### config.mk
export PLATFORM = sky130hd
export DESIGN_NAME = multicycle_control_unit_flat
export DESIGN_NICKNAME = d
export VERILOG_FILES = /design/src/rtl/multicycle_control_unit_if.sv /design/src/rtl/multicycle_control_unit.sv /design/src/flat_wrapper.sv
export SDC_FILE = /design/constraint.sdc
export NUM_CORES = 1
export LEC_CHECK = 0
export ABC_AREA = 1
export BUFFER_PORTS_ARGS = -buffer_cell sky130_fd_sc_hd__buf_2
export CAP_MARGIN = 20
export CORE_MARGIN = 1.5
export CORE_UTILIZATION = 48
export DETAILED_ROUTE_END_ITERATION = 10
export GPL_ROUTABILITY_DRIVEN = 1
export PLACE_DENSITY = 0.91
export SKIP_LAST_GASP = 1
export SLEW_MARGIN = 40
export SYNTH_ARGS = -nofsm -noshare
export SYNTH_HDL_FRONTEND = slang
export SYNTH_SLANG_ARGS = --single-unit
### constraint.sdc
create_clock -name clk -period 3.27 [get_ports clk]
set_input_delay 0.327 -clock clk [delete_from_list [all_inputs] [get_ports clk]]
set_output_delay 0.327 -clock clk [all_outputs]
set_load 0.03 [all_outputs]
### src/rtl/multicycle_control_unit_if.sv
// Control bundle between the multicycle control unit (master) and the RV64I datapath (slave).
// The master receives IR fields and ALU flags and drives every enable, select and the debug state code.
interface multicycle_control_unit_if;
    logic [6:0] opcode;
    logic [2:0] funct3;
    logic [6:0] funct7;
    logic       zero;
    logic       lt;
    logic       pc_write;
    logic [1:0] pc_src;
    logic       ir_write;
    logic       ab_load;
    logic       aluout_load;
    logic       mdr_load;
    logic       reg_write;
    logic       dmem_write;
    logic [1:0] wb_sel;
    logic       alu_src_a;
    logic [1:0] alu_src_b;
    logic [2:0] alu_op;
    logic       halted;
    logic [4:0] state;

    modport master (
        input  opcode, funct3, funct7, zero, lt,
        output pc_write, pc_src, ir_write, ab_load, aluout_load, mdr_load,
               reg_write, dmem_write, wb_sel, alu_src_a, alu_src_b, alu_op,
               halted, state
    );

    modport slave (
        output opcode, funct3, funct7, zero, lt,
        input  pc_write, pc_src, ir_write, ab_load, aluout_load, mdr_load,
               reg_write, dmem_write, wb_sel, alu_src_a, alu_src_b, alu_op,
               halted, state
    );
endinterface

### src/rtl/multicycle_control_unit.sv
// Moore-style multicycle control FSM for the RV64I datapath (fetch / decode / execute sequencing).
// Outputs decode combinationally from the state register, IR fields and, in BRANCH only, the ALU flags.
module multicycle_control_unit (
    input  logic clk,
    input  logic reset,
    multicycle_control_unit_if.master bus
);
    typedef enum logic [4:0] {
        S_RESET      = 5'd0,
        S_FETCH      = 5'd1,
        S_FETCH_WAIT = 5'd2,
        S_DECODE     = 5'd3,
        S_R_EXEC     = 5'd4,
        S_I_EXEC     = 5'd5,
        S_ALU_WB     = 5'd6,
        S_MEM_ADDR   = 5'd7,
        S_LOAD_REQ   = 5'd8,
        S_LOAD_WAIT  = 5'd9,
        S_LOAD_WB    = 5'd10,
        S_STORE      = 5'd11,
        S_BRANCH     = 5'd12,
        S_JAL        = 5'd13,
        S_JALR       = 5'd14,
        S_LUI        = 5'd15,
        S_HALT       = 5'd16
    } state_t;

    localparam logic [2:0] OP_ADD = 3'b000;
    localparam logic [2:0] OP_SUB = 3'b001;
    localparam logic [2:0] OP_AND = 3'b010;
    localparam logic [2:0] OP_XOR = 3'b011;
    localparam logic [2:0] OP_SLT = 3'b100;

    state_t cur, nxt;
    logic   taken;

    always_ff @(posedge clk) begin
        if (reset) cur <= S_RESET;
        else       cur <= nxt;
    end

    always_comb begin
        nxt             = cur;
        taken           = 1'b0;
        bus.pc_write    = 1'b0;
        bus.pc_src      = 2'd0;
        bus.ir_write    = 1'b0;
        bus.ab_load     = 1'b0;
        bus.aluout_load = 1'b0;
        bus.mdr_load    = 1'b0;
        bus.reg_write   = 1'b0;
        bus.dmem_write  = 1'b0;
        bus.wb_sel      = 2'd0;
        bus.alu_src_a   = 1'b0;
        bus.alu_src_b   = 2'd0;
        bus.alu_op      = OP_ADD;
        bus.halted      = 1'b0;
        case (cur)
            S_RESET:      nxt = S_FETCH;
            S_FETCH:      nxt = S_FETCH_WAIT;
            S_FETCH_WAIT: begin
                bus.ir_write = 1'b1;
                nxt          = S_DECODE;
            end
            S_DECODE: begin
                // Speculatively computes PC+imm into ALUOut for branches and JAL.
                bus.ab_load     = 1'b1;
                bus.aluout_load = 1'b1;
                bus.alu_src_b   = 2'd2;
                case (bus.opcode)
                    7'b0110011:             nxt = S_R_EXEC;
                    7'b0010011:             nxt = S_I_EXEC;
                    7'b0000011, 7'b0100011: nxt = S_MEM_ADDR;
                    7'b1100011:             nxt = S_BRANCH;
                    7'b1101111:             nxt = S_JAL;
                    7'b1100111:             nxt = S_JALR;
                    7'b0110111:             nxt = S_LUI;
                    default:                nxt = S_HALT;
                endcase
            end
            S_R_EXEC: begin
                bus.alu_src_a   = 1'b1;
                bus.aluout_load = 1'b1;
                nxt             = S_ALU_WB;
                case ({bus.funct7, bus.funct3})
                    10'b0000000_000: bus.alu_op = OP_ADD;
                    10'b0100000_000: bus.alu_op = OP_SUB;
                    10'b0000000_111: bus.alu_op = OP_AND;
                    10'b0000000_100: bus.alu_op = OP_XOR;
                    10'b0000000_010: bus.alu_op = OP_SLT;
                    default:         nxt        = S_HALT;
                endcase
            end
            S_I_EXEC: begin
                bus.alu_src_a   = 1'b1;
                bus.alu_src_b   = 2'd2;
                bus.aluout_load = 1'b1;
                nxt             = S_ALU_WB;
                case (bus.funct3)
                    3'b000:  bus.alu_op = OP_ADD;
                    3'b010:  bus.alu_op = OP_SLT;
                    default: nxt        = S_HALT;
                endcase
            end
            S_ALU_WB: begin
                bus.reg_write = 1'b1;
                bus.pc_write  = 1'b1;
                nxt           = S_FETCH;
            end
            S_MEM_ADDR: begin
                bus.alu_src_a   = 1'b1;
                bus.alu_src_b   = 2'd2;
                bus.aluout_load = 1'b1;
                if (bus.funct3 != 3'b010 && bus.funct3 != 3'b011) nxt = S_HALT;
                else if (bus.opcode == 7'b0000011)                nxt = S_LOAD_REQ;
                else                                              nxt = S_STORE;
            end
            S_LOAD_REQ:  nxt = S_LOAD_WAIT;
            S_LOAD_WAIT: begin
                bus.mdr_load = 1'b1;
                nxt          = S_LOAD_WB;
            end
            S_LOAD_WB: begin
                bus.reg_write = 1'b1;
                bus.wb_sel    = 2'd1;
                bus.pc_write  = 1'b1;
                nxt           = S_FETCH;
            end
            S_STORE: begin
                bus.dmem_write = 1'b1;
                bus.pc_write   = 1'b1;
                nxt            = S_FETCH;
            end
            S_BRANCH: begin
                bus.alu_src_a = 1'b1;
                bus.alu_op    = OP_SUB;
                bus.pc_write  = 1'b1;
                nxt           = S_FETCH;
                case (bus.funct3)
                    3'b000:  taken = bus.zero;
                    3'b001:  taken = !bus.zero;
                    3'b100:  taken = bus.lt;
                    3'b101:  taken = !bus.lt;
                    default: begin
                        bus.pc_write = 1'b0;
                        nxt          = S_HALT;
                    end
                endcase
                bus.pc_src = taken ? 2'd1 : 2'd0;
            end
            S_JAL: begin
                bus.reg_write = 1'b1;
                bus.wb_sel    = 2'd2;
                bus.pc_write  = 1'b1;
                bus.pc_src    = 2'd1;
                nxt           = S_FETCH;
            end
            S_JALR: begin
                // Target uses A latched in DECODE, so rd == rs1 cannot corrupt it.
                bus.alu_src_a = 1'b1;
                bus.alu_src_b = 2'd2;
                bus.reg_write = 1'b1;
                bus.wb_sel    = 2'd2;
                bus.pc_write  = 1'b1;
                bus.pc_src    = 2'd2;
                nxt           = S_FETCH;
            end
            S_LUI: begin
                bus.reg_write = 1'b1;
                bus.wb_sel    = 2'd3;
                bus.pc_write  = 1'b1;
                nxt           = S_FETCH;
            end
            S_HALT:  bus.halted = 1'b1;
            default: nxt = S_HALT;
        endcase
        // A reset landing mid-instruction must not commit any architectural write.
        if (reset) begin
            bus.pc_write   = 1'b0;
            bus.ir_write   = 1'b0;
            bus.reg_write  = 1'b0;
            bus.dmem_write = 1'b0;
        end
    end

    assign bus.state = cur;
endmodule

### src/flat_wrapper.sv
// flat-port wrapper written by rule: the top's interface ports become plain ports
module multicycle_control_unit_flat 
  (clk, reset, bus_opcode, bus_funct3, bus_funct7, bus_zero, bus_lt, bus_pc_write, bus_pc_src, bus_ir_write, bus_ab_load, bus_aluout_load, bus_mdr_load, bus_reg_write, bus_dmem_write, bus_wb_sel, bus_alu_src_a, bus_alu_src_b, bus_alu_op, bus_halted, bus_state);
  multicycle_control_unit_if bus_i ();
  input  logic clk;
  input  logic reset;
  input wire logic [$bits(bus_i.opcode)-1:0] bus_opcode;
  input wire logic [$bits(bus_i.funct3)-1:0] bus_funct3;
  input wire logic [$bits(bus_i.funct7)-1:0] bus_funct7;
  input wire logic [$bits(bus_i.zero)-1:0] bus_zero;
  input wire logic [$bits(bus_i.lt)-1:0] bus_lt;
  output wire logic [$bits(bus_i.pc_write)-1:0] bus_pc_write;
  output wire logic [$bits(bus_i.pc_src)-1:0] bus_pc_src;
  output wire logic [$bits(bus_i.ir_write)-1:0] bus_ir_write;
  output wire logic [$bits(bus_i.ab_load)-1:0] bus_ab_load;
  output wire logic [$bits(bus_i.aluout_load)-1:0] bus_aluout_load;
  output wire logic [$bits(bus_i.mdr_load)-1:0] bus_mdr_load;
  output wire logic [$bits(bus_i.reg_write)-1:0] bus_reg_write;
  output wire logic [$bits(bus_i.dmem_write)-1:0] bus_dmem_write;
  output wire logic [$bits(bus_i.wb_sel)-1:0] bus_wb_sel;
  output wire logic [$bits(bus_i.alu_src_a)-1:0] bus_alu_src_a;
  output wire logic [$bits(bus_i.alu_src_b)-1:0] bus_alu_src_b;
  output wire logic [$bits(bus_i.alu_op)-1:0] bus_alu_op;
  output wire logic [$bits(bus_i.halted)-1:0] bus_halted;
  output wire logic [$bits(bus_i.state)-1:0] bus_state;
  assign bus_i.opcode = bus_opcode;
  assign bus_i.funct3 = bus_funct3;
  assign bus_i.funct7 = bus_funct7;
  assign bus_i.zero = bus_zero;
  assign bus_i.lt = bus_lt;
  assign bus_pc_write = bus_i.pc_write;
  assign bus_pc_src = bus_i.pc_src;
  assign bus_ir_write = bus_i.ir_write;
  assign bus_ab_load = bus_i.ab_load;
  assign bus_aluout_load = bus_i.aluout_load;
  assign bus_mdr_load = bus_i.mdr_load;
  assign bus_reg_write = bus_i.reg_write;
  assign bus_dmem_write = bus_i.dmem_write;
  assign bus_wb_sel = bus_i.wb_sel;
  assign bus_alu_src_a = bus_i.alu_src_a;
  assign bus_alu_src_b = bus_i.alu_src_b;
  assign bus_alu_op = bus_i.alu_op;
  assign bus_halted = bus_i.halted;
  assign bus_state = bus_i.state;
  multicycle_control_unit u_core (.clk(clk), .reset(reset), .bus(bus_i));
endmodule
==> results of run 1 <==
==> path summary, 6_finish.rpt <==
| path | from | to | slack [ns] | cells past startpoint |
|---|---|---|---|---|
| max | u_core.bus.state[0] | bus_alu_op[2] | 1.25 | 6 |
| min | reset | u_core.bus.state[0] | 0.37 | 2 |
| max reg2reg | u_core.bus.state[1] | u_core.bus.state[1] | 1.82 | 9 |
| min reg2reg | u_core.bus.state[4] | u_core.bus.state[4] | 0.57 | 2 |
==> per-stage QoR <==
step	hold WS (ns)	instance area (um^2)	worst slack, ns	util [%]
floorplan	0.609	843	1.23	-
global placement	0.557	1060	1.56	67.4
detailed placement	0.567	1060	1.51	67.4
CTS	0.365	1090	1.25	69.0
global route	0.385	1090	1.11	69.0
finish	0.375	1090	1.25	69.0
==> cells by family after synthesis <==
| logic type | count (synthesis) | share of synthesized area (%) |
|---|---|---|
| buffers and inverters | 32 | 14.7 |
| flip-flops | 5 | 11.9 |
| AND/OR/NAND/NOR | 108 | 59.3 |
| multiplexers | 1 | 1.19 |
| other | 1 | 0.445 |
| AO/OA/AOI/OAI | 19 | 12.5 |
==> cell usage in the layout, fill, tap and decap left out, types with 2 or more instances in the layout <==
cell type	Yosys	layout
sky130_fd_sc_hd__nand2_1	44	44
sky130_fd_sc_hd__buf_2	0	42
sky130_fd_sc_hd__nor2_1	27	27
sky130_fd_sc_hd__inv_1	24	24
sky130_fd_sc_hd__nand3_1	16	16
sky130_fd_sc_hd__o21ai_0	7	7
sky130_fd_sc_hd__inv_2	6	6
sky130_fd_sc_hd__nor2_2	6	6
sky130_fd_sc_hd__a21oi_1	6	6
sky130_fd_sc_hd__nand4_1	5	5
sky130_fd_sc_hd__dfxtp_1	5	5
sky130_fd_sc_hd__nor3_1	4	4
sky130_fd_sc_hd__clkbuf_4	0	3
sky130_fd_sc_hd__nand3_2	2	2
==> routing by layer <==
| layer | vias to the layer above | share of wire, % | global-route usage (%) |
|---|---|---|---|
| met5 | - | 0 | 0 |
| met4 | 0 | 0 | 10.0 |
| met3 | 0 | 6.4 | 3.60 |
| met2 | 47 | 49 | 46.4 |
| met1 | 535 | 45 | 30.9 |
| li1 | 611 | - | - |
==> area by class of cell <==
class                   instances  area, um^2
flip-flops and latches          5         100
well taps                      16        20.0
clock buffers                   4        26.3
fillers                       156         488
multi-input cells             129         619
inverters                      30         113
repair buffers                 42         210
==> power breakdown <==
group          switching, mW  internal (mW)
Clock                 0.0237         0.0460
Combinational          0.127         0.0546
Sequential            0.0184         0.0699
Total                  0.169          0.171
==> summary.json, run 1 <==
{
  "drt": {
    "viasPerCell": 5.28,
    "first_iter_violations": 44,
    "avgRoutedWirePerCell_um": 11.1,
    "wl_final_mm": 2.51,
    "drt_first_pass_iters": 4,
    "final_antenna_net_count": 0,
    "drc_violation_count_after_routing": 0,
    "vias": 1193
  },
  "grt": {
    "grt_antenna_before_repair": 0,
    "globalRouteOverflowTotal": 0,
    "grt_pass1_wl_mm": 3.95,
    "pin_count_of_the_biggest_net_entering_global_routing": 10,
    "grt_usage_pct": 25.8,
    "first_global_vias": 1045
  },
  "sta": {
    "layout_worst_path_cycle_share_pct": 61.9,
    "setup-violations-final": 0,
    "fin_setup_tns_ns": 0,
    "maxSlewViolCount": 0,
    "final_hold_viol_count": 0,
    "timing.clock.skew_ns": 0.00377,
    "fmax_mhz": 494,
    "grt_setup_unrepaired": "no",
    "fin_crit_ns": 2.02
  },
  "setup_path": {
    "path_class": "reg -> out",
    "crit_buf_inv": 3,
    "timing.critical_path.slowest_cell_delay_ns": 0.40,
    "cp.required_ns": 2.94,
    "critical_path.max_fanout": 7,
    "cp.arrival_ns": 1.70,
    "crit_family": "simple AND/OR/NAND/NOR gates",
    "cp-start-kind": "flop",
    "critical_path_top_delay_cell": "sky130_fd_sc_hd__dfxtp_1",
    "critical_path.cell_chain": "nor2_2 -> inv_1 -> nor2_2 -> inv_1 -> o21ai_0 -> buf_2",
    "end_kind": "primary output"
  },
  "yosys": {
    "synthDominantCellAreaShare_pct": 19.6,
    "synth_edf_count": 0,
    "post_synth_instance_area_um2": 843,
    "post-synth-top-area-cell": "sky130_fd_sc_hd__nand2_1",
    "syn-instance-count": 166,
    "yosys_warnings": 0,
    "post-synth-top-count-cell": "sky130_fd_sc_hd__nand2_1",
    "async_reset_ff_share_pct": 0,
    "synth.net_count": 187,
    "ys_top_cells_by_area": "sky130_fd_sc_hd__nand2_1 (20%), sky130_fd_sc_hd__nor2_1 (12%), sky130_fd_sc_hd__dfxtp_1 (12%)",
    "yosysSeqAreaShare_pct": 11.9,
    "ys_top_cells_by_count": "sky130_fd_sc_hd__nand2_1 (44), sky130_fd_sc_hd__nor2_1 (27), sky130_fd_sc_hd__inv_1 (24), sky130_fd_sc_hd__nand3_1 (16), sky130_fd_sc_hd__o21ai_0 (7)",
    "netlist-cell-type-count": 26,
    "most_used_flip_flop_cell_after_synthesis": "sky130_fd_sc_hd__dfxtp_1",
    "synthesized_area_per_cell_um2": 5.08,
    "ys_ff_latch": 5
  },
  "clock_network": {
    "hold_buffers": 0,
    "clkTransAtPathRegs_ns": 0.04,
    "cts.htree.levels": 1,
    "cts.sink_count": 5,
    "cts_tree": "yes",
    "tritoncts.num_buffers": 3,
    "root_buffer": "sky130_fd_sc_hd__clkbuf_4",
    "post_cts_resize_count": 0,
    "ctsLongestPathBuffers": 2,
    "post_cts.repair.setup_buffers": 0,
    "worst_skew_pair.late_latency_ns": 0.24
  },
  "placement": {
    "globalplace.congestion": 0.891,
    "dp_hpwl_mm": 2.07,
    "dp.cells": 222,
    "buffer_ports.inserted": 42
  },
  "outcome": {
    "status": "finished, final reports clean"
  },
  "die": {
    "ioPinCount": 44,
    "dieWidth_um": 44.9,
    "chipHeight_um": 44.9,
    "core_area_um2": 1580,
    "core.rowCount": 14,
    "initial_utilization_pct": 53.5,
    "die-area_um2": 2020
  },
  "final_layout": {
    "final_cell_count_no_fill": 226,
    "drive_above_1_share_pct": 30.0,
    "synthToLayoutAreaGrowth_pct": 29.1,
    "largest_register_ffs": 5,
    "num_antenna_cells": 0,
    "final_nets": 232
  },
  "power_and_ir_drop": {
    "cellPowerDensity_nw_per_um2": 312,
    "peakVddDrop_v": 0.000366,
    "total_power_mw": 0.340,
    "static_leak_nw": 0.661
  },
  "run": {
    "max_cap_viol_count": 0
  },
  "min_path": {
    "worst_hold_path_type": "in -> reg"
  }
}
(Power assumes the default switching activity.)
==> run 2, diff against run 1 <==
Settings changed: CORE_UTILIZATION 48 to 40, PLACE_DENSITY 0.91 to 0.82.
Clock period 3.27 ns to 1.6 ns, I/O delays scaled along.
==> run 2 against run 1 <==
The flow now finishes with violations (setup timing); total power rose by 130%; non-clock buffer count grew 11; final area grew 23%; wire length up 13%; combinational power grew 140%; largest cell class unchanged; clock skew up 0.00050 ns; critical path depth rose by 1; sequential share of layout area decreased by 0.28 points; die area grew 19%; worst hold slack worse by 0.15 ns; register-to-register slack lost 1.7 ns; first-iteration DRC count is 27% lower.
==> summary.json, run 2 (synthesized netlist as in run 1, its figures left out) <==
{
  "outcome": {
    "status": {"value": "finished, violations left", "change": "was finished, final reports clean"},
    "violations": "setup timing"
  },
  "setup_path": {
    "end_kind": {"value": "primary output", "change": "unchanged"},
    "critical_path_top_delay_cell": {"value": "sky130_fd_sc_hd__dfxtp_4", "change": "was sky130_fd_sc_hd__dfxtp_1"},
    "cp.required": {"value": 1.44, "unit": "ns", "change": "was 2.94 ns"},
    "timing.critical_path.slowest_cell_delay": {"value": 0.37, "unit": "ns", "change": "was 0.40 ns"},
    "critical_path.max_fanout": {"value": 5, "change": "was 7"},
    "crit_family": {"value": "buffers and inverters", "change": "was simple AND/OR/NAND/NOR gates"},
    "crit_buf_inv": {"value": 4, "change": "was 3"},
    "path_class": {"value": "reg -> out", "change": "unchanged"},
    "cp-start-kind": {"value": "flop", "change": "unchanged"},
    "crit_path_frequent_cell": "sky130_fd_sc_hd__inv_2",
    "critical_path.cell_chain": {"value": "inv_2 -> nand3_2 -> inv_2 -> o21ai_0 -> buf_4 -> a31oi_4 -> buf_6", "change": "was nor2_2 -> inv_1 -> nor2_2 -> inv_1 -> o21ai_0 -> buf_2"},
    "cp.arrival": {"value": 1.50, "unit": "ns", "change": "was 1.70 ns"},
    "regToRegStartpoint": {"value": "u_core.bus.state[3]", "change": "was u_core.bus.state[1]"},
    "startpoint": {"value": "u_core.bus.state[2]", "change": "was u_core.bus.state[0]"}
  },
  "die": {
    "ioPinCount": {"value": 44, "change": "unchanged"},
    "core.rowCount": {"value": 16, "change": "was 14"},
    "initial_utilization": {"value": 42.6, "unit": "%", "change": "was 53.5%"},
    "core_area": {"value": 1980, "unit": "um^2", "change": "was 1580 um^2"},
    "chipHeight": {"value": 48.9, "unit": "um", "change": "was 44.9 um"},
    "dieWidth": {"value": 48.9, "unit": "um", "change": "was 44.9 um"},
    "die-area": {"value": 2390, "unit": "um^2", "change": "was 2020 um^2"}
  },
  "min_path": {
    "worst_hold_path_type": {"value": "in -> reg", "change": "unchanged"},
    "worstHoldStart": {"value": "reset", "change": "unchanged"}
  },
  "drt": {
    "wl_final": {"value": 2.84, "unit": "mm", "change": "was 2.51 mm"},
    "drt_first_pass_iters": {"value": 6, "change": "was 4"},
    "drc_violation_count_after_routing": {"value": 0, "change": "unchanged"},
    "viasPerCell": {"value": 5.13, "change": "was 5.28"},
    "avgRoutedWirePerCell": {"value": 11.5, "unit": "um", "change": "was 11.1 um"},
    "first_iter_violations": {"value": 32, "change": "was 44"},
    "vias": {"value": 1271, "change": "was 1193"},
    "final_antenna_net_count": {"value": 0, "change": "unchanged"}
  },
  "final_layout": {
    "filler_cell_count_in_the_final_layout": {"value": 192, "change": "was 156"},
    "final_core_util": {"value": 67.3, "unit": "%", "change": "was 69.0%"},
    "drive_above_1_share": {"value": 39.8, "unit": "%", "change": "was 30.0%"},
    "largest_register_ffs": {"value": 5, "change": "unchanged"},
    "final_common_cell": {"value": "sky130_fd_sc_hd__nand2_1", "change": "unchanged"},
    "final_nets": {"value": 243, "change": "was 232"},
    "synthToLayoutAreaGrowth": {"value": 58.2, "unit": "%", "change": "was 29.1%"},
    "final_cell_count_no_fill": {"value": 248, "change": "was 226"},
    "layout.cell_area.non_filler": {"value": 1330, "unit": "um^2", "change": "was 1090 um^2"},
    "num_antenna_cells": {"value": 0, "change": "unchanged"},
    "final_cell_mix": {"value": "sky130_fd_sc_hd__nand2_1 (40), sky130_fd_sc_hd__buf_2 (34), sky130_fd_sc_hd__nor2_1 (26)", "change": "was sky130_fd_sc_hd__nand2_1 (44), sky130_fd_sc_hd__buf_2 (42), sky130_fd_sc_hd__nor2_1 (27)"}
  },
  "sta": {
    "fmax_mhz": 601,
    "worst_hold_slack": {"value": 0.230, "unit": "ns", "change": "was 0.375 ns"},
    "setup-violations-final": {"value": 3, "change": "was 0"},
    "maxSlewViolCount": {"value": 0, "change": "unchanged"},
    "grt_setup_unrepaired": {"value": "yes", "change": "was no"},
    "fin_setup_tns": {"value": -0.126, "unit": "ns", "change": "was 0 ns"},
    "post-route-worst-setup-slack": {"value": -0.0639, "unit": "ns", "change": "was 1.25 ns"},
    "layout_worst_path_cycle_share_pct": 104,
    "timing.clock.skew": {"value": 0.00428, "unit": "ns", "change": "was 0.00377 ns"},
    "fin_crit_ns": 1.66,
    "final_hold_viol_count": {"value": 0, "change": "unchanged"}
  },
  "clock_network": {
    "tritoncts.num_buffers": {"value": 3, "change": "unchanged"},
    "cts.htree.levels": {"value": 1, "change": "unchanged"},
    "cts_tree": {"value": "yes", "change": "unchanged"},
    "root_buffer": {"value": "sky130_fd_sc_hd__clkbuf_4", "change": "unchanged"},
    "cts.sink_count": {"value": 5, "change": "unchanged"},
    "worst_skew_pair.late_latency": {"value": 0.25, "unit": "ns", "change": "was 0.24 ns"},
    "ctsLongestPathBuffers": {"value": 2, "change": "unchanged"},
    "clkTransAtPathRegs": {"value": 0.05, "unit": "ns", "change": "was 0.04 ns"}
  },
  "grt": {
    "grt_pass1_wl": {"value": 4.48, "unit": "mm", "change": "was 3.95 mm"},
    "grt_antenna_before_repair": {"value": 0, "change": "unchanged"},
    "first_global_vias": {"value": 1106, "change": "was 1045"},
    "pin_count_of_the_biggest_net_entering_global_routing": {"value": 10, "change": "unchanged"},
    "globalRouteOverflowTotal": {"value": 0, "change": "unchanged"},
    "grt_usage": {"value": 23.7, "unit": "%", "change": "was 25.8%"}
  },
  "power_and_ir_drop": {
    "switching_share": {"value": 49.9, "unit": "%", "change": "was 49.8%"},
    "cellPowerDensity": {"value": 586, "unit": "nW/um^2", "change": "was 312 nW/um^2"},
    "p_comb_share": {"value": 55.5, "unit": "%", "change": "was 53.5%"},
    "internal-power": {"value": 0.392, "unit": "mW", "change": "was 0.171 mW"},
    "switching_power": {"value": 0.390, "unit": "mW", "change": "was 0.169 mW"},
    "static_leak": {"value": 0.736, "unit": "nW", "change": "was 0.661 nW"},
    "p_seq_share": {"value": 25.1, "unit": "%", "change": "was 26.0%"},
    "pwr-share-clk": {"value": 19.4, "unit": "%", "change": "was 20.5%"},
    "peakVddDrop": {"value": 0.000472, "unit": "V", "change": "was 0.000366 V"}
  },
  "placement": {
    "dp.cells": {"value": 235, "change": "was 222"},
    "dpl_cell_area": {"value": 1120, "unit": "um^2", "change": "was 1060 um^2"},
    "buffer_ports.inserted": {"value": 42, "change": "unchanged"},
    "dp_hpwl": {"value": 1.93, "unit": "mm", "change": "was 2.07 mm"},
    "globalplace.congestion": {"value": 0.885, "change": "was 0.891"}
  },
  "run": {
    "max_cap_viol_count": {"value": 0, "change": "unchanged"}
  }
}
run 2: repair_timing:
item	4_1_cts	5_1_grt
setup buffers	7	2
hold buffers	0	0
endpoints found under the hold margin	0	0
endpoints found under the setup margin	8	11
resized for setup	12	26
pin swaps	5	9
run 2: area by class of cell:
| class | instances | area, um^2 | area share (%) |
|---|---|---|---|
| clock buffer | 4 | 26.3 | 1.97 |
| multi-input combinational | 129 | 708 | 53.1 |
| inverter | 30 | 123 | 9.19 |
| tap | 27 | 33.8 | 2.53 |
| timing repair buffer | 53 | 324 | 24.3 |
| sequential | 5 | 119 | 8.91 |
run 2: metal layers:
| layer | global-route usage (%) | routed length [um] | up-vias |
|---|---|---|---|
| met5 | 0 | 0 | - |
| met4 | 8.57 | 95 | 0 |
| met3 | 3.07 | 106 | 13 |
| met2 | 42.5 | 1450 | 47 |
| met1 | 28.8 | 1190 | 571 |
| li1 | - | - | 640 |
run 2: final timing paths:
check                        endpoint  slack (ns)  cells after the start
setup / recovery         bus_pc_write       -0.06                      7
hold / removal    u_core.bus.state[1]        0.23                      2
setup reg to reg  u_core.bus.state[0]        0.14                      9
hold reg to reg   u_core.bus.state[4]        0.68                      3
run 2: power by group through the flow:
stage                     Combinational, mW  Sequential, mW  Clock (mW)
after global routing                  0.476           0.198       0.163
after detailed placement              0.365           0.187           0
after floorplan                       0.222           0.217           0
after CTS                             0.395           0.187       0.148
after global placement                0.364           0.186           0
final                                 0.434           0.196       0.152
run 2: metrics by stage:
stage                     power [mW]  worst slack (ns)
after CTS                      0.730           -0.0457
after detailed placement       0.551            0.0902
final                          0.782           -0.0639
after global routing           0.837            -0.134
after floorplan                0.439           -0.0109
after global placement         0.550             0.125
==> run 3, diff against run 2 <==
Settings changed: CORE_UTILIZATION 40 to 45, PLACE_DENSITY 0.82 to 0.87.
Clock period 1.6 ns to 1.65 ns, I/O delays scaled along.
==> run 3 against run 2 <==
The run still ends with setup timing left; count of clock-buffer cells in the layout unchanged; critical endpoint unchanged; largest cell class unchanged; critical path type unchanged; first-iteration DRC count up 130%; setup slack better by 0.050 ns; critical path depth unchanged; flip-flop and latch count unchanged; wire length up 14%; die area down 10%; sequential power down 4%; combinational power up 3%; register-to-register slack worse by 0.06 ns; final area down 0.84%.
==> summary.json, run 3 (synthesized netlist as in run 1, its figures left out) <==
{
  "final_layout": {
    "drive_above_1_share": {"value": 41.3, "unit": "%", "change": "was 39.8%"},
    "filler_cell_count_in_the_final_layout": {"value": 141, "change": "was 192"},
    "final_common_cell": {"value": "sky130_fd_sc_hd__nand2_1", "change": "unchanged"},
    "num_antenna_cells": {"value": 0, "change": "unchanged"},
    "largest_register_ffs": {"value": 5, "change": "unchanged"},
    "final_nets": {"value": 247, "change": "was 243"},
    "final_cell_mix": {"value": "sky130_fd_sc_hd__nand2_1 (41), sky130_fd_sc_hd__buf_2 (36), sky130_fd_sc_hd__nor2_1 (26)", "change": "was sky130_fd_sc_hd__nand2_1 (40), sky130_fd_sc_hd__buf_2 (34), sky130_fd_sc_hd__nor2_1 (26)"},
    "layout.cell_area.non_filler": {"value": 1320, "unit": "um^2", "change": "was 1330 um^2"},
    "synthToLayoutAreaGrowth": {"value": 56.8, "unit": "%", "change": "was 58.2%"},
    "final_cell_count_no_fill": {"value": 250, "change": "was 248"}
  },
  "sta": {
    "fmax_mhz": 601,
    "layout_worst_path_cycle_share_pct": 101,
    "fin_setup_tns": {"value": -0.0198, "unit": "ns", "change": "was -0.126 ns"},
    "setup-violations-final": {"value": 3, "change": "unchanged"},
    "grt_setup_unrepaired": {"value": "yes", "change": "unchanged"},
    "timing.clock.skew": {"value": 0.0102, "unit": "ns", "change": "was 0.00428 ns"},
    "post-route-worst-setup-slack": {"value": -0.0136, "unit": "ns", "change": "was -0.0639 ns"},
    "fin_crit_ns": 1.66,
    "maxSlewViolCount": {"value": 0, "change": "unchanged"},
    "final_hold_viol_count": {"value": 0, "change": "unchanged"}
  },
  "drt": {
    "viasPerCell": {"value": 5.42, "change": "was 5.13"},
    "vias": {"value": 1354, "change": "was 1271"},
    "first_iter_violations": {"value": 73, "change": "was 32"},
    "drc_violation_count_after_routing": {"value": 0, "change": "unchanged"},
    "final_antenna_net_count": {"value": 0, "change": "unchanged"},
    "drt_first_pass_iters": {"value": 6, "change": "unchanged"},
    "wl_final": {"value": 3.23, "unit": "mm", "change": "was 2.84 mm"},
    "avgRoutedWirePerCell": {"value": 12.9, "unit": "um", "change": "was 11.5 um"}
  },
  "die": {
    "core_area": {"value": 1750, "unit": "um^2", "change": "was 1980 um^2"},
    "die-area": {"value": 2140, "unit": "um^2", "change": "was 2390 um^2"},
    "ioPinCount": {"value": 44, "change": "unchanged"},
    "dieWidth": {"value": 46.3, "unit": "um", "change": "was 48.9 um"},
    "chipHeight": {"value": 46.3, "unit": "um", "change": "was 48.9 um"},
    "core.rowCount": {"value": 15, "change": "was 16"},
    "initial_utilization": {"value": 48.3, "unit": "%", "change": "was 42.6%"}
  },
  "setup_path": {
    "end_kind": {"value": "primary output", "change": "unchanged"},
    "regToRegEndpoint": {"value": "u_core.bus.state[0]", "change": "unchanged"},
    "cp-start-kind": {"value": "flop", "change": "unchanged"},
    "path_class": {"value": "reg -> out", "change": "unchanged"},
    "reg2reg_slack": {"value": 0.08, "unit": "ns", "change": "was 0.14 ns"},
    "regToRegStartpoint": {"value": "u_core.bus.state[3]", "change": "unchanged"},
    "critical_path.cell_chain": {"value": "inv_2 -> nor2_4 -> inv_1 -> a21oi_2 -> nor2_2 -> a31oi_2 -> buf_6", "change": "was inv_2 -> nand3_2 -> inv_2 -> o21ai_0 -> buf_4 -> a31oi_4 -> buf_6"},
    "critical_path.max_fanout": {"value": 5, "change": "unchanged"},
    "cp.required": {"value": 1.48, "unit": "ns", "change": "was 1.44 ns"},
    "crit_family": {"value": "flip-flops", "change": "was buffers and inverters"},
    "crit_buf_inv": {"value": 3, "change": "was 4"},
    "timing.critical_path.slowest_cell_delay": {"value": 0.39, "unit": "ns", "change": "was 0.37 ns"},
    "cp.arrival": {"value": 1.50, "unit": "ns", "change": "about the same"},
    "rr_worst_depth": {"value": 11, "change": "was 9"},
    "critical_path_top_delay_cell": {"value": "sky130_fd_sc_hd__dfxtp_4", "change": "unchanged"}
  },
  "clock_network": {
    "worst_skew_pair.late_latency": {"value": 0.25, "unit": "ns", "change": "about the same"},
    "ctsLongestPathBuffers": {"value": 2, "change": "unchanged"},
    "tritoncts.num_buffers": {"value": 3, "change": "unchanged"},
    "cts.htree.levels": {"value": 1, "change": "unchanged"},
    "clkTransAtPathRegs": {"value": 0.05, "unit": "ns", "change": "about the same"},
    "hold_buffers": {"value": 0, "change": "unchanged"},
    "cts_tree": {"value": "yes", "change": "unchanged"},
    "root_buffer": {"value": "sky130_fd_sc_hd__clkbuf_4", "change": "unchanged"},
    "cts.sink_count": {"value": 5, "change": "unchanged"}
  },
  "min_path": {
    "worst_hold_path_type": {"value": "in -> reg", "change": "unchanged"},
    "worstHoldStart": {"value": "reset", "change": "unchanged"},
    "timing.hold.worst_endpoint": {"value": "u_core.bus.state[1]", "change": "unchanged"},
    "hold_depth": {"value": 2, "change": "unchanged"}
  },
  "grt": {
    "grt_pass1_wl": {"value": 4.21, "unit": "mm", "change": "was 4.48 mm"},
    "first_global_vias": {"value": 1102, "change": "was 1106"},
    "pin_count_of_the_biggest_net_entering_global_routing": {"value": 10, "change": "unchanged"},
    "globalRouteOverflowTotal": {"value": 0, "change": "unchanged"},
    "grt_antenna_before_repair": {"value": 0, "change": "unchanged"},
    "grt_usage": {"value": 26.7, "unit": "%", "change": "was 23.7%"}
  },
  "placement": {
    "globalplace.congestion": {"value": 0.851, "change": "was 0.885"},
    "dp.cells": {"value": 231, "change": "was 235"},
    "buffer_ports.inserted": {"value": 42, "change": "unchanged"},
    "dpl_cell_area": {"value": 1090, "unit": "um^2", "change": "was 1120 um^2"},
    "dp_hpwl": {"value": 2.00, "unit": "mm", "change": "was 1.93 mm"}
  },
  "power_and_ir_drop": {
    "cellPowerDensity": {"value": 590, "unit": "nW/um^2", "change": "was 586 nW/um^2"},
    "peakVddDrop": {"value": 0.000582, "unit": "V", "change": "was 0.000472 V"},
    "static_leak": {"value": 0.747, "unit": "nW", "change": "was 0.736 nW"}
  },
  "outcome": {
    "violations": {"value": "setup timing", "change": "unchanged"},
    "status": {"value": "finished, violations left", "change": "unchanged"}
  },
  "run": {
    "max_cap_viol_count": {"value": 0, "change": "unchanged"}
  }
}
## run 3: cell types whose count changed in the layout (fill, tap and decap cells not counted), sizes merged
cell / previous run / this run
buf: 52 / 55
clkbuf: 5 / 6
## run 3: repair_timing
| action | 4_1_cts | 5_1_grt |
|---|---|---|
| setup buffers | 9 | 6 |
| setup endpoints to repair | 6 | 9 |
| resized for setup | 14 | 16 |
| pin swaps | 7 | 8 |
## run 3: final cells by class
type                    count  area [um^2]  share of cell area [%]
multi-input cells         129          683                    51.7
repair buffers             57          345                    26.1
flip-flops and latches      5          119                    8.99
inverters                  30          118                    8.89
well taps                  25         31.3                    2.37
clock buffers               4         26.3                    1.99
## run 3: stage by stage
| step | worst slack, ns | hold slack (ns) | total power [mW] | utilization [%] |
|---|---|---|---|---|
| floorplan | -0.135 | 0.439 | 0.425 | - |
| global placement | 0.164 | 0.462 | 0.521 | 62.7 |
| detailed placement | 0.113 | 0.465 | 0.528 | 62.7 |
| CTS | 0.00253 | 0.214 | 0.705 | 70.5 |
| global route | -0.0617 | 0.223 | 0.830 | 75.8 |
| finish | -0.0136 | 0.226 | 0.780 | 75.8 |
## run 3: metal layers
layer,track usage [%],vias to the layer above,routed length (um)
li1,-,649,-
met5,0,-,0
met4,7.43,0,61
met3,4.31,10,246
met1,31.2,603,1270
met2,49.2,92,1650
## run 3: how the worst max path moves through the flow
stage / startpoint / end / slack (ns) / depth (start not counted)
floorplan: u_core.bus.state[1] / bus_wb_sel[0] / -0.13 / 4
global placement: u_core.bus.state[4] / bus_pc_src[0] / 0.16 / 8
detailed placement: u_core.bus.state[1] / bus_pc_write / 0.11 / 7
CTS: u_core.bus.state[4] / bus_pc_src[0] / 0.003 / 8
global route: u_core.bus.state[3] / bus_alu_src_b[1] / -0.06 / 6
finish: u_core.bus.state[1] / bus_pc_write / -0.01 / 7
## run 3: power by group
part           internal, mW  total (mW)  switching (mW)
Combinational         0.153       0.447           0.293
Sequential            0.144       0.188          0.0443
Clock                0.0916       0.145          0.0537
